<file path="src/rtl/toysram_pkg.sv">
`default_nettype none
// +----------------------------------------------------------------------------+
// | Package     : toysram_pkg                                                  |
// | Description : Shared state encoding and default constants for the         |
// |               Wishbone classic single-transaction initiator (wb_master).   |
// | Revision    : 1.0  initial release                                         |
// +----------------------------------------------------------------------------+
package toysram_pkg;

    // Transaction FSM: at most one request is ever outstanding.
    typedef enum logic [1:0] {
        S_IDLE = 2'd0,   // waiting for a command
        S_BUS  = 2'd1,   // Wishbone cycle in progress
        S_RSP  = 2'd2    // response presented, waiting for rsp_rdy
    } state_t;

    // Bus cycles to wait for ack/err before aborting (legal range 1..255).
    localparam int          c_timeout_default = 255;

    // Data word returned to the requester when a transaction times out.
    localparam logic [31:0] c_err_dat_default = 32'hDEADDEAD;

    // Increment an 8-bit counter, sticking at its all-ones value.
    function automatic logic [7:0] sat_inc8(input logic [7:0] value);
        return (value == 8'hFF) ? value : value + 8'd1;
    endfunction

endpackage : toysram_pkg
`default_nettype wire

</file>
<file path="src/rtl/wb_master.sv">
`default_nettype none
// +----------------------------------------------------------------------------+
// | Module      : wb_master                                                    |
// | Description : Converts a valid/ready command channel into single Wishbone  |
// |               classic bus cycles and returns the result on a valid/ready   |
// |               response channel. A cycle ends on ack, err, or after TIMEOUT |
// |               bus cycles without either.                                   |
// | Revision    : 1.0  initial release                                         |
// +----------------------------------------------------------------------------+
// | Ports                                                                      |
// |   clk, rst_n            : clock (rising edge), async active-low reset      |
// |   cmd_val/cmd_rdy       : command handshake; cmd_we/adr/sel/dat payload    |
// |   rsp_val/rsp_rdy       : response handshake; rsp_dat/err/tmo payload      |
// |   wbm_*                 : Wishbone classic initiator signals               |
// |   tmo_cnt               : saturating count of timed-out transactions       |
// +----------------------------------------------------------------------------+
module wb_master
    import toysram_pkg::*;
#(
    parameter int          TIMEOUT = c_timeout_default,
    parameter logic [31:0] ERR_DAT = c_err_dat_default
) (
    input  logic        clk,
    input  logic        rst_n,

    input  logic        cmd_val,
    output logic        cmd_rdy,
    input  logic        cmd_we,
    input  logic [31:0] cmd_adr,
    input  logic [3:0]  cmd_sel,
    input  logic [31:0] cmd_dat,

    output logic        rsp_val,
    input  logic        rsp_rdy,
    output logic [31:0] rsp_dat,
    output logic        rsp_err,
    output logic        rsp_tmo,

    output logic        wbm_cyc_o,
    output logic        wbm_stb_o,
    output logic        wbm_we_o,
    output logic [3:0]  wbm_sel_o,
    output logic [31:0] wbm_adr_o,
    output logic [31:0] wbm_dat_o,
    input  logic        wbm_ack_i,
    input  logic        wbm_err_i,
    input  logic [31:0] wbm_dat_i,

    output logic [7:0]  tmo_cnt
);

    // Wait counter only needs to reach TIMEOUT.
    localparam int                    c_wait_w    = $clog2(TIMEOUT + 1);
    // Value held by the counter during the last permitted BUS cycle.
    localparam logic [c_wait_w-1:0]   c_wait_last = c_wait_w'(TIMEOUT - 1);

    state_t              r_state;
    state_t              w_state_nxt;

    logic                r_we;
    logic [3:0]          r_sel;
    logic [31:0]         r_adr;
    logic [31:0]         r_dat;
    logic [c_wait_w-1:0] r_wait;

    logic [31:0]         r_rsp_dat;
    logic                r_rsp_err;
    logic                r_rsp_tmo;
    logic [7:0]          r_tmo_cnt;

    logic                w_accept;
    logic                w_in_bus;
    logic                w_wait_last;

    assign w_in_bus    = (r_state == S_BUS);
    assign w_accept    = (r_state == S_IDLE) && cmd_val;
    assign w_wait_last = (r_wait == c_wait_last);

    // ------------------------------------------------------------------
    // State register
    // ------------------------------------------------------------------
    always_ff @(posedge clk or negedge rst_n) begin
        if (!rst_n) begin
            r_state <= S_IDLE;
        end else begin
            r_state <= w_state_nxt;
        end
    end

    // ------------------------------------------------------------------
    // Next-state logic. ack/err are only looked at in BUS, so stray
    // strobes from the slave in IDLE or RSP have no effect.
    // ------------------------------------------------------------------
    always_comb begin
        w_state_nxt = r_state;
        case (r_state)
            S_IDLE: begin
                if (cmd_val) begin
                    w_state_nxt = S_BUS;
                end
            end
            S_BUS: begin
                if (wbm_ack_i || wbm_err_i || w_wait_last) begin
                    w_state_nxt = S_RSP;
                end
            end
            S_RSP: begin
                if (rsp_rdy) begin
                    w_state_nxt = S_IDLE;
                end
            end
            default: begin
                w_state_nxt = S_IDLE;
            end
        endcase
    end

    // ------------------------------------------------------------------
    // Request latch, wait counter and response capture
    // ------------------------------------------------------------------
    always_ff @(posedge clk or negedge rst_n) begin
        if (!rst_n) begin
            r_we      <= 1'b0;
            r_sel     <= 4'h0;
            r_adr     <= 32'h0;
            r_dat     <= 32'h0;
            r_wait    <= '0;
            r_rsp_dat <= 32'h0;
            r_rsp_err <= 1'b0;
            r_rsp_tmo <= 1'b0;
            r_tmo_cnt <= 8'h0;
        end else begin
            if (w_accept) begin
                r_we   <= cmd_we;
                r_sel  <= cmd_sel;
                r_adr  <= cmd_adr;
                r_dat  <= cmd_dat;
                r_wait <= '0;
            end

            if (w_in_bus) begin
                // Priority: ack, then err, then timeout. A slave reply on
                // the final permitted cycle is therefore never lost.
                if (wbm_ack_i) begin
                    r_rsp_dat <= r_we ? 32'h0 : wbm_dat_i;
                    r_rsp_err <= 1'b0;
                    r_rsp_tmo <= 1'b0;
                end else if (wbm_err_i) begin
                    r_rsp_dat <= 32'h0;
                    r_rsp_err <= 1'b1;
                    r_rsp_tmo <= 1'b0;
                end else if (w_wait_last) begin
                    r_rsp_dat <= ERR_DAT;
                    r_rsp_err <= 1'b1;
                    r_rsp_tmo <= 1'b1;
                    r_tmo_cnt <= sat_inc8(r_tmo_cnt);
                end else begin
                    r_wait <= r_wait + 1'b1;
                end
            end
        end
    end

    // ------------------------------------------------------------------
    // Outputs. cyc/stb decode straight from the state register so the
    // asynchronous reset removes them without waiting for a clock.
    // ------------------------------------------------------------------
    assign cmd_rdy   = (r_state == S_IDLE);
    assign rsp_val   = (r_state == S_RSP);
    assign rsp_dat   = r_rsp_dat;
    assign rsp_err   = r_rsp_err;
    assign rsp_tmo   = r_rsp_tmo;

    assign wbm_cyc_o = w_in_bus;
    assign wbm_stb_o = w_in_bus;
    assign wbm_we_o  = r_we;
    assign wbm_sel_o = r_sel;
    assign wbm_adr_o = r_adr;
    assign wbm_dat_o = r_dat;

    assign tmo_cnt   = r_tmo_cnt;

endmodule : wb_master
`default_nettype wire
</file>
<file path="config.mk">
export PLATFORM = sky130hd
export DESIGN_NAME = wb_master
export DESIGN_NICKNAME = d
export VERILOG_FILES = /design/src/rtl/toysram_pkg.sv /design/src/rtl/wb_master.sv
export SDC_FILE = /design/constraint.sdc
export NUM_CORES = 1
export LEC_CHECK = 0
export BUFFER_PORTS_ARGS = -buffer_cell sky130_fd_sc_hd__buf_2
export CORE_UTILIZATION = 40
export DETAILED_ROUTE_END_ITERATION = 12
export GPL_TIMING_DRIVEN = 0
export PLACE_DENSITY = 0.71
export SLEW_MARGIN = 0
export SYNTH_ARGS = -nofsm -noshare
export SYNTH_HDL_FRONTEND = slang
export SYNTH_SLANG_ARGS = --single-unit
</file>
<file path="constraint.sdc">
create_clock -name clk -period 1.9 [get_ports clk]
set_input_delay 0.38 -clock clk [delete_from_list [all_inputs] [get_ports clk]]
set_output_delay 0.38 -clock clk [all_outputs]
set_load 0.05 [all_outputs]
</file>
==> impl_metrics.csv <==
group,metric,value,unit
yosys,synth-compound-area-share,4.76,%
placed_design,port_buffers,221,
worst_setup_path,crit_buf_inv,2,
global_route,grt.overflow.total,0,
placed_design,dp_hpwl,9.57,mm
yosys,synth_fa_ha_area_share,0.748,%
yosys,post-synth-top-area-cell,"dfrtp_1",
layout,syn2layout_area_growth,39.6,%
timing,tns,0,ps
worst_setup_path,crit_fanout,5,
cts,root_buffer,"clkbuf_16",
yosys,syn-cell-area,5020,um^2
worst_setup_path,crit_family,"flip-flops",
placed_design,place_area,6370,um^2
yosys,synth-seq-cells,121,
worst_setup_path,slowest_delay,420,ps
yosys,muxShareOfSynthArea,7.03,%
cts,cts_tree,"built",
yosys,synth_enable_flop_cells,0,
route,drt-vias-per-instance,4.59,
worst_setup_path,start_kind,"register",
layout,fin_cells,955,
placed_design,gp_congestion,0.762,
die,ios,222,
yosys,synthArstFlopShare,100,%
yosys,synth_top_area_share,60.3,%
yosys,synthFlopType,"dfrtp_1",
flow_run,max_cap_viol_count,0,
power,vdd_ir_drop_max,0.000958,V
die,fp.dieH,114,um
timing,tightestPinTransition,599,ps
global_route,grt_use_total,21.1,%
yosys,ys_warn_count,0,
yosys,synth.distinct_cells,37,
timing,skew,8.40,ps
hold_path,hold_path.class,"in -> reg",
worst_setup_path,crit_path_end_kind,"primary output",
die,die_w,114,um
power,power.density,2050,nW/um^2
power,leakagePower,0.00406,uW
timing,fmax,550,MHz
worst_setup_path,cp.arrival,1440,ps
die,die_area,13000,um^2
timing,hold_viol_final,0,
timing,rsz0062_at_grt,"no",
cts,cts_buffers,17,
yosys,synth_nets,640,
worst_setup_path,reg2reg_to,"tmo_cnt[1]",
worst_setup_path,regToRegStartpoint,"r_state[1]",
yosys,synth_cells,530,
timing,final.min_clock_period,1820,ps
layout,design_area,7000,um^2
cts,clkSlewWorstSetupHoldPaths,50,ps
yosys,synth.top_cells.by_count,"nand2_1, dfrtp_1, inv_1",
power,p_total,14300,uW
route,drt-initial-drc-count,195,
yosys,synth_most_common_cell,"nand2_1",
route,vias,4384,
yosys,synthTopCellsByArea,"dfrtp_1, nand2_1, mux2i_1, a21oi_1, inv_1",
timing,slew_violations,0,
cts,clock_latency,410,ps
yosys,syn_area_per_cell,9.47,um^2
layout,fillerInstances,1108,
route,first_pass_iters,7,
yosys,yosysSeqAreaShare,60.3,%
layout,n_antenna_cell,0,
yosys,synth_top_family_by_area,"simple AND/OR/NAND/NOR gates",
hold_path,whs_path_depth,3,
hold_path,holdPathEnd,"wbm_adr_o[1]",
route,ant_nets,0,
timing,setup_viol,0,
cts,cts_htree_levels,4,
cts,clk_path_buf_depth,2,
global_route,grt_pass1_wl,21.0,mm
worst_setup_path,worst-r2r-setup-slack,90,ps
hold_path,hp-start,"cmd_adr[1]",
global_route,antenna_found_initial,0,
yosys,synthSimpleGateAreaFrac,21.0,%
route,drc,0,
die,start_util,41.4,%
global_route,grt_max_degree,84,
layout,nNetsFinal,885,
die,core,12100,um^2
timing,min_period_over_period,95.7,%
worst_setup_path,cpMaxStageDelayCell,"dfrtp_1",
worst_setup_path,worst-setup-path-type,"reg -> out",
cts,clkSinkCount,121,
layout,drive_gt1_share,33.9,%
route,wire_per_inst,13.6,um
route,wirelength,13.0,mm
placed_design,dp.cells,920,
layout,utilization,57.8,%
timing,maxSlewHeadroom,60.0,%
die,row_count,40,
worst_setup_path,cp_data_required_time,1520,ps
global_route,grt_pass1_vias,4342,
worst_setup_path,path_cells,"and2b_2 > buf_4 > clkbuf_4",
worst_setup_path,reg2reg_depth,5,
yosys,synthXorXnorAreaFrac,0.873,%
status,outcome,"finished, final reports clean",
## worst max-delay path by stage
stage               slack (ps)       endpoint        from  cells after the start
floorplan                   20     tmo_cnt[7]  r_state[1]                      5
global placement         -1000   wbm_sel_o[1]       rst_n                      1
detailed placement        -190   wbm_adr_o[7]  r_state[1]                      6
CTS                          2     rsp_dat[7]   r_wait[1]                      7
global route                 4  wbm_adr_o[29]  r_state[1]                      6
finish                      80      wbm_stb_o  r_state[1]                      3
## registers in the layout, indices dropped and copies added, names as in the netlist
| name | cells |
|---|---|
| rsp_dat | 32 |
| wbm_adr_o | 32 |
| wbm_dat_o | 32 |
| r_wait | 8 |
| tmo_cnt | 8 |
| wbm_sel_o | 4 |
| r_state | 2 |
| rsp_err | 1 |
| rsp_tmo | 1 |
| wbm_we_o | 1 |
## cell usage in the layout, fill, tap and decap left out, types with 4 or more instances in the layout
cell / Yosys / layout
o21ai_0: 9 / 9
nand3_1: 6 / 5
clkbuf_8: 0 / 4
clkbuf_16: 0 / 17
mux2i_1: 33 / 33
nand2_1: 223 / 223
xor2_1: 5 / 5
a21oi_1: 28 / 28
inv_1: 36 / 36
buf_2: 4 / 220
clkbuf_1: 22 / 27
nand4_1: 4 / 4
dfrtp_1: 121 / 121
buf_6: 1 / 4
nor2_1: 5 / 4
buf_4: 1 / 7
## where the power goes
group | leakage, uW | switching (uW) | internal, uW
logic | 0.00227 | 5570 | 1590
clock network | 0.000266 | 1030 | 1930
registers | 0.00153 | 567 | 3640
total | 0.00406 | 7160 | 7170
## cells by family after synthesis
kind of cell,after synthesis
adder cells (fa/ha/maj),3
multiplexers,35
flip-flops,121
buffers and inverters,65
AND/OR/NAND/NOR,257
XOR/XNOR,5
AO/OA/AOI/OAI,44
## per-layer routing
metal | GRT usage [%] | routed length (um) | vias to the layer above
met1 | 25.1 | 5500 | 2041
met2 | 35.3 | 6430 | 159
met3 | 7.65 | 909 | 16
met4 | 7.27 | 187 | 0
met5 | 0 | 0 | -
li1 | - | - | 2168
## worst reg2reg max path, cell delays in order, from the launching register on
cell	delay [ps]
dfrtp_1	430
nor4b_4	290
or3b_1	390
buf_6	150
nor2_4	140
mux2_4	310
## metrics by stage
step / hold WS (ps) / setup slack (ps)
finish: 158 / 81.4
global route: 151 / 4.47
CTS: 151 / 2.18
detailed placement: 308 / -193
global placement: 454 / -1000
floorplan: 84.4 / 22.6
## cell type report
type	instances	area (um^2)	share of cell area [%]
Buffer	28	141	2.02
Sequential cell	121	3030	43.2
Clock inverter	2	35.0	0.500
Timing Repair Buffer	227	1180	16.9
Clock buffer	29	510	7.29
Inverter	36	135	1.93
Tap cell	168	210	3.00
Multi-Input combinational cell	344	1760	25.1
## repair_timing
action | CTS | global route
pin swaps | 1 | 2
buffers inserted | 2 | 2
resized for setup | 3 | 18
setup endpoints to repair | 38 | 105
hold buffers | 1 | 0
endpoints found under the hold margin | 38 | 0
Note: power is estimated with default switching activity, not from simulation.
